### config.mk
export PLATFORM = sky130hd
export DESIGN_NAME = alu_cmd_unit
export DESIGN_NICKNAME = d
export VERILOG_FILES = /design/src/rtl/alu_cmd_unit_pkg.sv /design/src/rtl/alu_cmd_unit_cond.sv /design/src/rtl/alu_cmd_unit.sv
export SDC_FILE = /design/constraint.sdc
export NUM_CORES = 1
export LEC_CHECK = 0
export BUFFER_PORTS_ARGS = -buffer_cell sky130_fd_sc_hd__buf_2
export CORE_MARGIN = 2
export CORE_UTILIZATION = 35
export CTS_BUF_LIST = sky130_fd_sc_hd__clkbuf_4
export DETAILED_ROUTE_END_ITERATION = 10
export PLACE_DENSITY = 0.6
export SKIP_LAST_GASP = 1
export SLEW_MARGIN = 20
export SYNTH_ARGS = -nofsm -noshare
export SYNTH_HDL_FRONTEND = slang
export SYNTH_SLANG_ARGS = --single-unit
### constraint.sdc
create_clock -name clk -period 2.8 [get_ports clk]
set_clock_uncertainty 0.2 [all_clocks]
set_input_delay 0.42 -clock clk [delete_from_list [all_inputs] [get_ports clk]]
set_output_delay 0.42 -clock clk [all_outputs]
set_load 0.005 [all_outputs]
### src/rtl/alu_cmd_unit_pkg.sv
// Shared definitions for the ALU command unit: FSM state codes,
// ARM-style condition codes and flag bit positions within {N,Z,C,V}.
package alu_cmd_unit_pkg;

    typedef logic [1:0] state_t;

    localparam state_t ST_IDLE    = 2'd0;
    localparam state_t ST_ISSUE   = 2'd1;
    localparam state_t ST_CAPTURE = 2'd2;
    localparam state_t ST_RESP    = 2'd3;

    localparam logic [3:0] CC_EQ = 4'b0000;
    localparam logic [3:0] CC_NE = 4'b0001;
    localparam logic [3:0] CC_CS = 4'b0010;
    localparam logic [3:0] CC_CC = 4'b0011;
    localparam logic [3:0] CC_MI = 4'b0100;
    localparam logic [3:0] CC_PL = 4'b0101;
    localparam logic [3:0] CC_VS = 4'b0110;
    localparam logic [3:0] CC_VC = 4'b0111;
    localparam logic [3:0] CC_HI = 4'b1000;
    localparam logic [3:0] CC_LS = 4'b1001;
    localparam logic [3:0] CC_GE = 4'b1010;
    localparam logic [3:0] CC_LT = 4'b1011;
    localparam logic [3:0] CC_GT = 4'b1100;
    localparam logic [3:0] CC_LE = 4'b1101;
    localparam logic [3:0] CC_AL = 4'b1110;
    localparam logic [3:0] CC_NV = 4'b1111;

    localparam int FLAG_N = 3;
    localparam int FLAG_Z = 2;
    localparam int FLAG_C = 1;
    localparam int FLAG_V = 0;

endpackage

### src/rtl/alu_cmd_unit_cond.sv
// cond_check: combinational ARM condition evaluation.
// Ports: cond (4-bit code), flags ({N,Z,C,V}) -> pass.
module cond_check
    import alu_cmd_unit_pkg::*;
(
    input  logic [3:0] cond,
    input  logic [3:0] flags,
    output logic       pass
);

    logic n, z, c, v;

    assign n = flags[FLAG_N];
    assign z = flags[FLAG_Z];
    assign c = flags[FLAG_C];
    assign v = flags[FLAG_V];

    always_comb begin
        pass = 1'b0;
        unique case (cond)
            CC_EQ: pass = z;
            CC_NE: pass = !z;
            CC_CS: pass = c;
            CC_CC: pass = !c;
            CC_MI: pass = n;
            CC_PL: pass = !n;
            CC_VS: pass = v;
            CC_VC: pass = !v;
            CC_HI: pass = c && !z;
            CC_LS: pass = !c || z;
            CC_GE: pass = (n == v);
            CC_LT: pass = (n != v);
            CC_GT: pass = !z && (n == v);
            CC_LE: pass = z || (n != v);
            CC_AL: pass = 1'b1;
            CC_NV: pass = 1'b0;
            default: pass = 1'b0;
        endcase
    end

endmodule

### src/rtl/alu_cmd_unit.sv
// alu_cmd_unit: sequences one command through an external ALU.
// Ports: in_* command handshake, alu_* ALU link, out_* response, flags_q.
module alu_cmd_unit
    import alu_cmd_unit_pkg::*;
#(
    parameter int N = 8
) (
    input  logic         clk,
    input  logic         rst_n,
    input  logic         in_valid,
    output logic         in_ready,
    input  logic [N-1:0] in_a,
    input  logic [N-1:0] in_b,
    input  logic [2:0]   in_cntr,
    input  logic [3:0]   in_cond,
    input  logic         in_setflags,
    output logic [N-1:0] alu_a,
    output logic [N-1:0] alu_b,
    output logic [2:0]   alu_cntr,
    input  logic [N-1:0] alu_r,
    input  logic [3:0]   alu_flags,
    output logic         out_valid,
    input  logic         out_ready,
    output logic [N-1:0] out_r,
    output logic [3:0]   out_flags,
    output logic         out_exec,
    output logic [3:0]   flags_q
);

    state_t     state, state_nx;
    logic [3:0] cond_q;
    logic       setflags_q;
    logic       pass;

    assign in_ready  = (state == ST_IDLE);
    assign out_valid = (state == ST_RESP);

    // flags_q cannot change between accept and the CAPTURE edge, so
    // evaluating here is the same as evaluating at accept time.
    cond_check u_cond (
        .cond  (cond_q),
        .flags (flags_q),
        .pass  (pass)
    );

    always_comb begin
        state_nx = state;
        unique case (state)
            ST_IDLE:    if (in_valid) state_nx = ST_ISSUE;
            ST_ISSUE:   state_nx = ST_CAPTURE;
            ST_CAPTURE: state_nx = ST_RESP;
            ST_RESP:    if (out_ready) state_nx = ST_IDLE;
            default:    state_nx = ST_IDLE;
        endcase
    end

    always_ff @(posedge clk or negedge rst_n) begin
        if (!rst_n) begin
            state      <= ST_IDLE;
            alu_a      <= '0;
            alu_b      <= '0;
            alu_cntr   <= '0;
            cond_q     <= '0;
            setflags_q <= 1'b0;
            out_r      <= '0;
            out_flags  <= '0;
            out_exec   <= 1'b0;
            flags_q    <= '0;
        end else begin
            state <= state_nx;
            if (in_ready && in_valid) begin
                alu_a      <= in_a;
                alu_b      <= in_b;
                alu_cntr   <= in_cntr;
                cond_q     <= in_cond;
                setflags_q <= in_setflags;
            end
            if (state == ST_CAPTURE) begin
                out_r     <= alu_r;
                out_flags <= alu_flags;
                out_exec  <= pass;
                if (setflags_q && pass)
                    flags_q <= alu_flags;
            end
        end
    end

endmodule

==> impl_metrics.csv, run 1 <==
group,metric,value,unit
yosys,library_cell_with_the_highest_instance_count_after_synthesis,"sky130_fd_sc_hd__dfrtp_1",
sta,min_cycle_time_layout,2150,ps
critical_path,timing.setup.critical_path_class,"reg2reg",
sta,grt_setup_unrepaired,"no",
route,first_drt_pass_iteration_count,4,
clock_network,post_cts_hold_buffer_count,0,
yosys,synth_nets,172,
critical_path,cp_slowest_stage_delay,520,ps
critical_path,timing.critical_path.to_type,"register",
pwr,maximum_vdd_drop,0.000438,V
clock_network,worst_setup_hold_path_clk_slew,120,ps
yosys,synth_common_cells,"sky130_fd_sc_hd__dfrtp_1, sky130_fd_sc_hd__mux2_2, sky130_fd_sc_hd__inv_1",
route,routed-via-count,1280,
route,detail_route.wl_per_cell,13.0,um
clock_network,cts.repair_timing.setup_buffer_count,0,
clock_network,clock_path_buffers,2,
place,dp_cells,272,
clock_network,h-tree-depth,2,
critical_path,worstSetupStartpointType,"register",
critical_path,data_required_time_at_the_worst_endpoint,2830,ps
pwr,switchingPower,0.882,mW
job,drv_cap,0,
min_path,worst_hold_path_type,"in2async",
yosys,synthTopCellsByArea,"sky130_fd_sc_hd__dfrtp_1, sky130_fd_sc_hd__mux2_2, sky130_fd_sc_hd__mux2_1, sky130_fd_sc_hd__ha_1, sky130_fd_sc_hd__buf_6",
route,antenna_violating_nets_post_route,0,
floorplan,initial_core_utilization,0.364,
clock_network,worst_skew_pair.late_latency,340,ps
clock_network,post_cts.resized_instances,0,
yosys,synth-edff-count,0,
pwr,power.leakage,1.16,nW
pwr,p_int,1.72,mW
floorplan,core_region_area,5140,um^2
yosys,yosys.area.top_type_share,0.575,
critical_path,critPathTopFamily,"compound AO/OA/AOI/OAI gates",
sta,final_max_slew_viol_count,0,
route,drc_errors,0,
outcome,run_status,"finished, final reports clean",
critical_path,worst-path-buf-inv,0,
sta,timing_worst_slew_pin_value,960,ps
floorplan,design.die.area,5950,um^2
finish,num-nets-final,252,
pwr,power_frac_comb,0.442,
critical_path,path_max_fanout,12,
yosys,syn_std_cell_area,1870,um^2
yosys,ys_ff_latch,43,
critical_path,slowest_stage,"sky130_fd_sc_hd__dfrtp_1",
yosys,post-synth-top-area-cell,"sky130_fd_sc_hd__dfrtp_1",
yosys,post_synth_inst_count,129,
floorplan,rows,26,
global_routing,grt_max_degree,44,
place,hpwl,2.68,mm
sta,max_slew_margin,0.360,
critical_path,critical_path_arrival,2190,ps
clock_network,root_buffer,"sky130_fd_sc_hd__clkbuf_4",
route,vias_per_cell,4.57,
yosys,seq_area_frac_synth,0.575,
sta,final.setup.tns,0,ps
global_routing,first_global_vias,1394,
floorplan,io-pin-count,78,
yosys,postSynthAreaPerCell,14.5,um^2
yosys,synth_top_flop_cell,"sky130_fd_sc_hd__dfrtp_1",
sta,fmax,464,MHz
clock_network,cts_tree,"done",
finish,finish.cell_count_without_fillers,280,
place,numPortBuffers,77,
yosys,ys_warn_count,0,
pwr,pwr_density_cell,1100,nW/um^2
floorplan,chip_width,77.1,um
global_routing,grt_first_pass_wirelength,6.36,mm
floorplan,die-height,77.1,um
route,detail_route.iter0.violations,35,
global_routing,track_usage,0.134,
global_routing,grt_antenna_before_repair,0,
route,postRouteWirelength,3.63,mm
finish,area_growth,26.9,%
sta,number_of_setup_violations_in_the_final_report,0,
place,routabilityCongestion,0.833,
clock_network,cts-buffers-inserted,5,
pwr,power.switching_fraction,0.338,
pwr,clock_power_share,0.111,
finish,insertedDiodeCount,0,
yosys,yosysUniqueCellTypes,34,
pwr,power_frac_seq,0.448,
critical_path,cp_cell_sequence,"and3b_1 > a2111oi_1 > a211oi_2 > a21oi_4 > mux2_1",
finish,post_route_cells_drive_above_1_share,0.605,
global_routing,congestion_overflow_gr,0,
sta,final_min_period_over_clock_period,0.769,
clock_network,cts_num_sinks,43,
sta,report.final.hold_viol_count,0,
yosys,synthArstFlopShare,1.00,
## metrics by stage
stage	cell area [um^2]	hold slack (ps)	total power, mW	util	setup WS (ps)
final	2370	14.5	2.61	0.462	646
after CTS	2370	28.1	2.65	0.462	665
after detailed placement	2320	287	2.36	0.452	675
after global placement	2320	285	2.34	0.452	660
after global routing	2370	68.5	2.83	0.462	514
after floorplan	1870	-75.6	1.92	-	756
## path summary, 6_finish.rpt
check                           from    endpoint  slack (ps)  cells past startpoint
min                            rst_n    out_r[1]          10                      1
min in group clk             in_a[0]    alu_a[0]         100                      2
max reg2reg                cond_q[0]  flags_q[0]         650                      5
max                        cond_q[0]  flags_q[0]         650                      5
min reg2reg                 alu_a[6]    alu_a[6]         310                      1
max in group asynchronous      rst_n  flags_q[3]        1780                      1
## layer usage
layer,vias to the layer above,share of wire,global-route usage
met5,-,0,0
met4,0,0.017,0.0482
met3,6,0.072,0.0494
met2,41,0.48,0.221
met1,620,0.43,0.161
li1,613,-,-
## kinds of logic (layout without fill, tap and decap cells)
family | count (synthesis) | after routing | synth area share
adder cells (fa/ha/maj) | 3 | 3 | 0.0201
AO/OA/AOI/OAI | 11 | 11 | 0.0569
flip-flops | 43 | 43 | 0.575
multiplexers | 43 | 43 | 0.258
XOR/XNOR | 2 | 2 | 0.00937
buffers and inverters | 12 | 93 | 0.0321
AND/OR/NAND/NOR | 15 | 15 | 0.0488
## flip-flops by register name, indices dropped and copies added (netlist names)
| name | cells |
|---|---|
| out_r | 8 |
| setflags_q | 1 |
| alu_cntr | 3 |
| out_flags | 4 |
| flags_q | 4 |
| alu_b | 8 |
| cond_q | 4 |
| out_exec | 1 |
| alu_a | 8 |
| state | 2 |
## final cells by class
type	count	area, um^2
Sequential cell	43	1080
Fill cell	534	2770
Tap cell	70	87.6
Clock inverter	2	7.51
Timing Repair Buffer	79	400
Inverter	6	22.5
Multi-Input combinational cell	74	734
Clock buffer	6	45.0
## cell usage in the layout (no fill, tap or decap), drive strengths merged, types with 2 or more instances in the layout
cell type  synthesis  final
buf                3     79
dfrtp             43     43
mux2              41     41
inv                6      6
clkbuf             3      6
nand2              4      4
ha                 3      3
mux2i              2      2
clkinv             0      2
a21oi              2      2
## power groups by stage
stage | clock network, mW | registers [mW] | logic, mW
finish | 0.288 | 1.17 | 1.15
global route | 0.333 | 1.22 | 1.28
CTS | 0.306 | 1.17 | 1.18
detailed placement | 0 | 1.18 | 1.18
global placement | 0 | 1.18 | 1.16
floorplan | 0 | 1.16 | 0.764
(Power assumes the default switching activity.)
==> inputs of run 2 (changes only) <==
==> constraint.sdc (replaced) <==
create_clock -name clk -period 2 [get_ports clk]
set_clock_uncertainty 0.2 [all_clocks]
set_input_delay 0.3 -clock clk [delete_from_list [all_inputs] [get_ports clk]]
set_output_delay 0.3 -clock clk [all_outputs]
set_load 0.005 [all_outputs]
==> impl_metrics.csv, run 2 (synthesis gave the netlist of run 1 again) <==
group,metric,value,unit
global_routing,first_global_vias,1554,
route,drc_errors,0,
critical_path,cp_cell_sequence,"or4b_4 > o2111ai_2 > a211oi_2 > a21oi_4 > mux2_4",
floorplan,rows,26,
pwr,maximum_vdd_drop,0.000651,V
job,drv_cap,0,
floorplan,core_region_area,5140,um^2
critical_path,critical_path_arrival,2060,ps
outcome,run_status,"complete, but fails checks",
place,numPortBuffers,77,
floorplan,io-pin-count,78,
route,detail_route.iter0.violations,38,
sta,number_of_setup_violations_in_the_final_report,4,
critical_path,path_max_fanout,4,
finish,area_growth,56.3,%
sta,timing_worst_slew_pin_value,535,ps
finish,final_util,0.569,
sta,fmax,493,MHz
sta,min_cycle_time_layout,2030,ps
min_path,worst_hold_path_type,"in2reg",
global_routing,grt_first_pass_wirelength,7.18,mm
global_routing,grt_max_degree,44,
route,detail_route.wl_per_cell,13.0,um
clock_network,root_buffer,"sky130_fd_sc_hd__clkbuf_4",
route,first_drt_pass_iteration_count,4,
pwr,design_power_total,4.14,mW
sta,max_slew_margin,0.643,
critical_path,timing.setup.critical_path_class,"reg2reg",
floorplan,chip_width,77.1,um
critical_path,worstSetupStartpointType,"register",
pwr,power.leakage,1.38,nW
global_routing,track_usage,0.151,
clock_network,cts_tree,"done",
clock_network,cts-buffers-inserted,5,
floorplan,design.die.area,5950,um^2
clock_network,clock_path_buffers,2,
floorplan,initial_core_utilization,0.364,
critical_path,cp_slowest_stage_delay,550,ps
finish,biggestRegsByFlops,"alu_a: 8 flops, alu_b: 8 flops, out_r: 8 flops",
finish,num-nets-final,297,
place,hpwl,2.88,mm
outcome,failed_checks,"negative setup slack",
route,vias_per_cell,4.58,
route,routed-via-count,1487,
sta,final_min_period_over_clock_period,1.01,
finish,post_route_cells_drive_above_1_share,0.580,
finish,final_common_cell,"sky130_fd_sc_hd__buf_2",
critical_path,timing.critical_path.to_type,"register",
global_routing,grt_antenna_before_repair,0,
clock_network,worst_skew_pair.late_latency,340,ps
sta,grt_setup_unrepaired,"yes",
pwr,pwr_density_cell,1420,nW/um^2
global_routing,congestion_overflow_gr,0,
place,routabilityCongestion,0.789,
finish,insertedDiodeCount,0,
clock_network,worst_setup_hold_path_clk_slew,110,ps
clock_network,cts_num_sinks,43,
sta,report.final.hold_viol_count,0,
floorplan,die-height,77.1,um
finish,layout.cells.most_common_list,"sky130_fd_sc_hd__buf_2, sky130_fd_sc_hd__dfrtp_1, sky130_fd_sc_hd__mux2_2, sky130_fd_sc_hd__dlygate4sd3_1, sky130_fd_sc_hd__buf_4",
critical_path,data_required_time_at_the_worst_endpoint,2030,ps
route,postRouteWirelength,4.23,mm
route,antenna_violating_nets_post_route,0,
clock_network,h-tree-depth,2,
sta,final_max_slew_viol_count,0,
sta,final_critical_path_setup_slack,-28.2,ps
critical_path,slowest_stage,"sky130_fd_sc_hd__or4b_4",
[run 2: cell types whose count changed in the layout (fill, tap and decap cells not counted), moves of 3 or more]
| cell | delta |
|---|---|
| sky130_fd_sc_hd__mux2_1 | -4 |
| sky130_fd_sc_hd__dfrtp_2 | +3 |
| sky130_fd_sc_hd__dfrtp_1 | -3 |
| sky130_fd_sc_hd__buf_4 | +6 |
| sky130_fd_sc_hd__dlygate4sd3_1 | +37 |
| sky130_fd_sc_hd__mux2_4 | +4 |
[run 2: critical path: cells and delay by family (launching register included)]
family / cells / cell delay [ps]
muxes: 1 / 320
AOI/OAI and AO/OA: 3 / 430
DFF: 1 / 420
and+or+nand+nor: 1 / 550
[run 2: area by class of cell]
| class | instances | area (um^2) |
|---|---|---|
| Sequential cell | 43 | 1080 |
| Clock buffer | 6 | 45.0 |
| Inverter | 6 | 22.5 |
| Clock inverter | 2 | 7.51 |
| Timing Repair Buffer | 124 | 847 |
| Fill cell | 481 | 2220 |
| Tap cell | 70 | 87.6 |
| Multi-Input combinational cell | 74 | 835 |
[run 2: final timing paths]
kind,startpoint,end,slack (ps),cells after the start
max,flags_q[2],flags_q[2],-30,5
min,in_valid,state[1],180,5
max reg2reg,flags_q[2],flags_q[2],-30,5
min reg2reg,alu_b[7],alu_b[7],310,1
max in group asynchronous,rst_n,flags_q[3],850,3
min in group asynchronous,rst_n,alu_b[6],350,3
[run 2: per-layer routing]
layer / wire [um] / share of wire / GRT usage / vias to the layer above
met1: 1800 / 0.43 / 0.181 / 735
met3: 237 / 0.056 / 0.0447 / 6
li1: - / - / - / 706
met5: 0 / 0 / 0 / -
met2: 2140 / 0.51 / 0.263 / 40
met4: 48 / 0.011 / 0.0429 / 0
[run 2: repair_timing]
action | in CTS | in global routing
resized for setup | 8 | 12
endpoints found under the hold margin | 82 | 0
hold buffers | 37 | 0
pin swaps | 4 | 4
buffers inserted | 0 | 0
endpoints found under the setup margin | 5 | 5
[run 2: through the flow]
step	hold slack, ps	cells	cell area (um^2)	worst slack [ps]	setup TNS, ps
2_1_floorplan	-196	129	1870	-43.6	-175
3_3_place_gp	212	280	2390	-48.0	-188
3_5_place_dp	216	280	2390	-74.0	-291
4_1_cts	150	325	2850	-55.9	-246
5_1_grt	186	325	2920	-89.8	-430
6_report	176	325	2920	-28.2	-107
[run 2: report_power, final]
group | internal (mW) | switching, mW | leakage, nW
sequential | 1.33 | 0.292 | 0.505
clock | 0.144 | 0.261 | 0.0307
combinational | 1.25 | 0.876 | 0.845
==> inputs of run 3 (changes only) <==
==> constraint.sdc (replaced) <==
create_clock -name clk -period 2 [get_ports clk]
set_clock_uncertainty 0.2 [all_clocks]
set_input_delay 0.2 -clock clk [delete_from_list [all_inputs] [get_ports clk]]
set_output_delay 0.2 -clock clk [all_outputs]
set_load 0.005 [all_outputs]
==> impl_metrics.csv, run 3 (synthesis gave the netlist of run 1 again) <==
group,metric,value,unit
clock_network,cts_tree,"done",
finish,num-nets-final,300,
job,drv_cap,0,
critical_path,rr_endpoint,"flags_q[3]",
route,antenna_violating_nets_post_route,0,
floorplan,core_region_area,5140,um^2
clock_network,worst_setup_hold_path_clk_slew,120,ps
pwr,power.switching_fraction,0.342,
critical_path,timing.reg2reg.worst_path_depth,5,
floorplan,io-pin-count,78,
finish,insertedDiodeCount,0,
clock_network,worst_skew_pair.late_latency,340,ps
min_path,hold_path_depth,5,
min_path,worst_hold_startpoint,"in_valid",
sta,number_of_setup_violations_in_the_final_report,5,
route,vias_per_cell,4.64,
floorplan,die-height,77.1,um
pwr,clock_power_share,0.099,
sta,final_critical_path_setup_slack,-61.0,ps
pwr,design_power_total,4.16,mW
sta,final_max_slew_viol_count,0,
sta,min_cycle_time_layout,2060,ps
route,postRouteWirelength,4.45,mm
place,dp_cells,281,
finish,stdcell_area,2930,um^2
route,detail_route.wl_per_cell,13.6,um
finish,biggestRegsByFlops,"alu_a: 8 flops, alu_b: 8 flops, out_r: 8 flops",
floorplan,design.die.area,5950,um^2
place,numPortBuffers,77,
route,routed-via-count,1521,
outcome,run_status,"complete, but fails checks",
sta,grt_setup_unrepaired,"yes",
critical_path,ff2ff_setup_slack,-60,ps
global_routing,congestion_overflow_gr,0,
finish,area_growth,56.7,%
sta,report.final.hold_viol_count,0,
critical_path,timing.critical_path.to_type,"register",
clock_network,clock_path_buffers,2,
finish,finish.cell_count_without_fillers,328,
floorplan,initial_core_utilization,0.364,
floorplan,chip_width,77.1,um
global_routing,met3_resource_use_gr,0.0482,
critical_path,cp_slowest_stage_delay,550,ps
place,hpwl,2.99,mm
sta,max_slew_margin,0.656,
clock_network,cts_num_sinks,43,
route,first_drt_pass_iteration_count,4,
global_routing,grt.busiest_layer,"met2",
global_routing,grt_max_degree,25,
pwr,p_int,2.74,mW
finish,layout.cells.most_common_list,"sky130_fd_sc_hd__buf_2, sky130_fd_sc_hd__dfrtp_1, sky130_fd_sc_hd__mux2_2, sky130_fd_sc_hd__dlygate4sd3_1, sky130_fd_sc_hd__buf_4",
global_routing,use_met1,0.192,
global_routing,use_met2,0.282,
sta,final.setup.tns,-250,ps
critical_path,cp_cell_sequence,"or4b_4 > o2111ai_2 > a211oi_2 > a21oi_4 > mux2_4",
sta,fmax,485,MHz
global_routing,grt_first_pass_wirelength,7.65,mm
pwr,maximum_vdd_drop,0.000737,V
pwr,switchingPower,1.43,mW
route,drc_errors,0,
min_path,holdPathEnd,"state[1]",
critical_path,slowest_stage,"sky130_fd_sc_hd__or4b_4",
route,detail_route.iter0.violations,39,
place,routabilityCongestion,0.808,
sta,timing_worst_slew_pin_value,516,ps
clock_network,root_buffer,"sky130_fd_sc_hd__clkbuf_4",
finish,final_common_cell,"sky130_fd_sc_hd__buf_2",
sta,holdWs,66.3,ps
global_routing,grt_antenna_before_repair,0,
global_routing,first_global_vias,1664,
floorplan,rows,26,
pwr,power_frac_seq,0.386,
global_routing,track_usage,0.161,
finish,post_route_cells_drive_above_1_share,0.581,
outcome,failed_checks,"negative setup slack",
place,placed_area,2400,um^2
critical_path,data_required_time_at_the_worst_endpoint,2030,ps
pwr,pwr_density_cell,1420,nW/um^2
clock_network,cts-buffers-inserted,5,
pwr,power_frac_comb,0.515,
critical_path,path_max_fanout,4,
min_path,worst_hold_path_type,"in2reg",
pwr,power.leakage,1.40,nW
critical_path,reg2reg_from,"cond_q[1]",
critical_path,critical_path_arrival,2090,ps
critical_path,timing.setup.critical_path_class,"reg2reg",
sta,final_min_period_over_clock_period,1.03,
clock_network,h-tree-depth,2,
critical_path,worstSetupStartpointType,"register",
-- run 3: cell count changes in the layout (fill, tap and decap cells not counted), sizes merged --
cell	delta
buf	+3
-- run 3: worst max path at each step --
| stage | cells past startpoint | end | startpoint |
|---|---|---|---|
| 2_1_floorplan | 6 | flags_q[0] | cond_q[1] |
| 3_3_place_gp | 5 | flags_q[3] | cond_q[0] |
| 3_5_place_dp | 5 | flags_q[3] | cond_q[0] |
| 4_1_cts | 5 | flags_q[3] | cond_q[0] |
| 5_1_grt | 6 | flags_q[3] | cond_q[1] |
| 6_report | 5 | flags_q[3] | cond_q[1] |
-- run 3: repair_timing --
action / 4_1_cts / 5_1_grt
hold endpoints to repair: 61 / 2
hold buffers: 36 / 1
buffers inserted: 1 / 1
pin swaps: 0 / 4
gates resized for setup: 3 / 13
endpoints found under the setup margin: 4 / 5
-- run 3: cell type report --
class	instances	area, um^2
fill	457	2210
timing repair buffer	127	882
multi-input combinational	74	810
tap	70	87.6
inverter	6	22.5
clock buffer	6	45.0
clock inverter	2	7.51
sequential	43	1080
-- run 3: routing by layer --
metal / vias up / part of all wire
met5: - / 0
met4: 0 / 0.0076
met3: 5 / 0.054
met2: 48 / 0.53
met1: 748 / 0.41
li1: 720 / -
-- run 3: power by group through the flow --
| stage | clock network (mW) | logic, mW | registers [mW] |
|---|---|---|---|
| 2_1_floorplan | 0 | 1.07 | 1.62 |
| 3_3_place_gp | 0 | 1.83 | 1.58 |
| 3_5_place_dp | 0 | 1.84 | 1.60 |
| 4_1_cts | 0.440 | 1.96 | 1.58 |
| 5_1_grt | 0.469 | 2.36 | 1.68 |
| 6_report | 0.411 | 2.14 | 1.61 |
-- run 3: critical path, delay by kind of cell, from the launching register on --
family           cells  cell delay (ps)
AO/OA/AOI/OAI        3              450
flip-flops           1              430
multiplexers         1              320
AND/OR/NAND/NOR      1              550
-- run 3: metrics by stage --
| stage | utilization | worst slack [ps] |
|---|---|---|
| after floorplan | - | -43.6 |
| after global placement | 0.467 | -45.4 |
| final | 0.570 | -61.0 |
| after CTS | 0.552 | -62.9 |
| after detailed placement | 0.467 | -78.4 |
| after global routing | 0.570 | -126 |
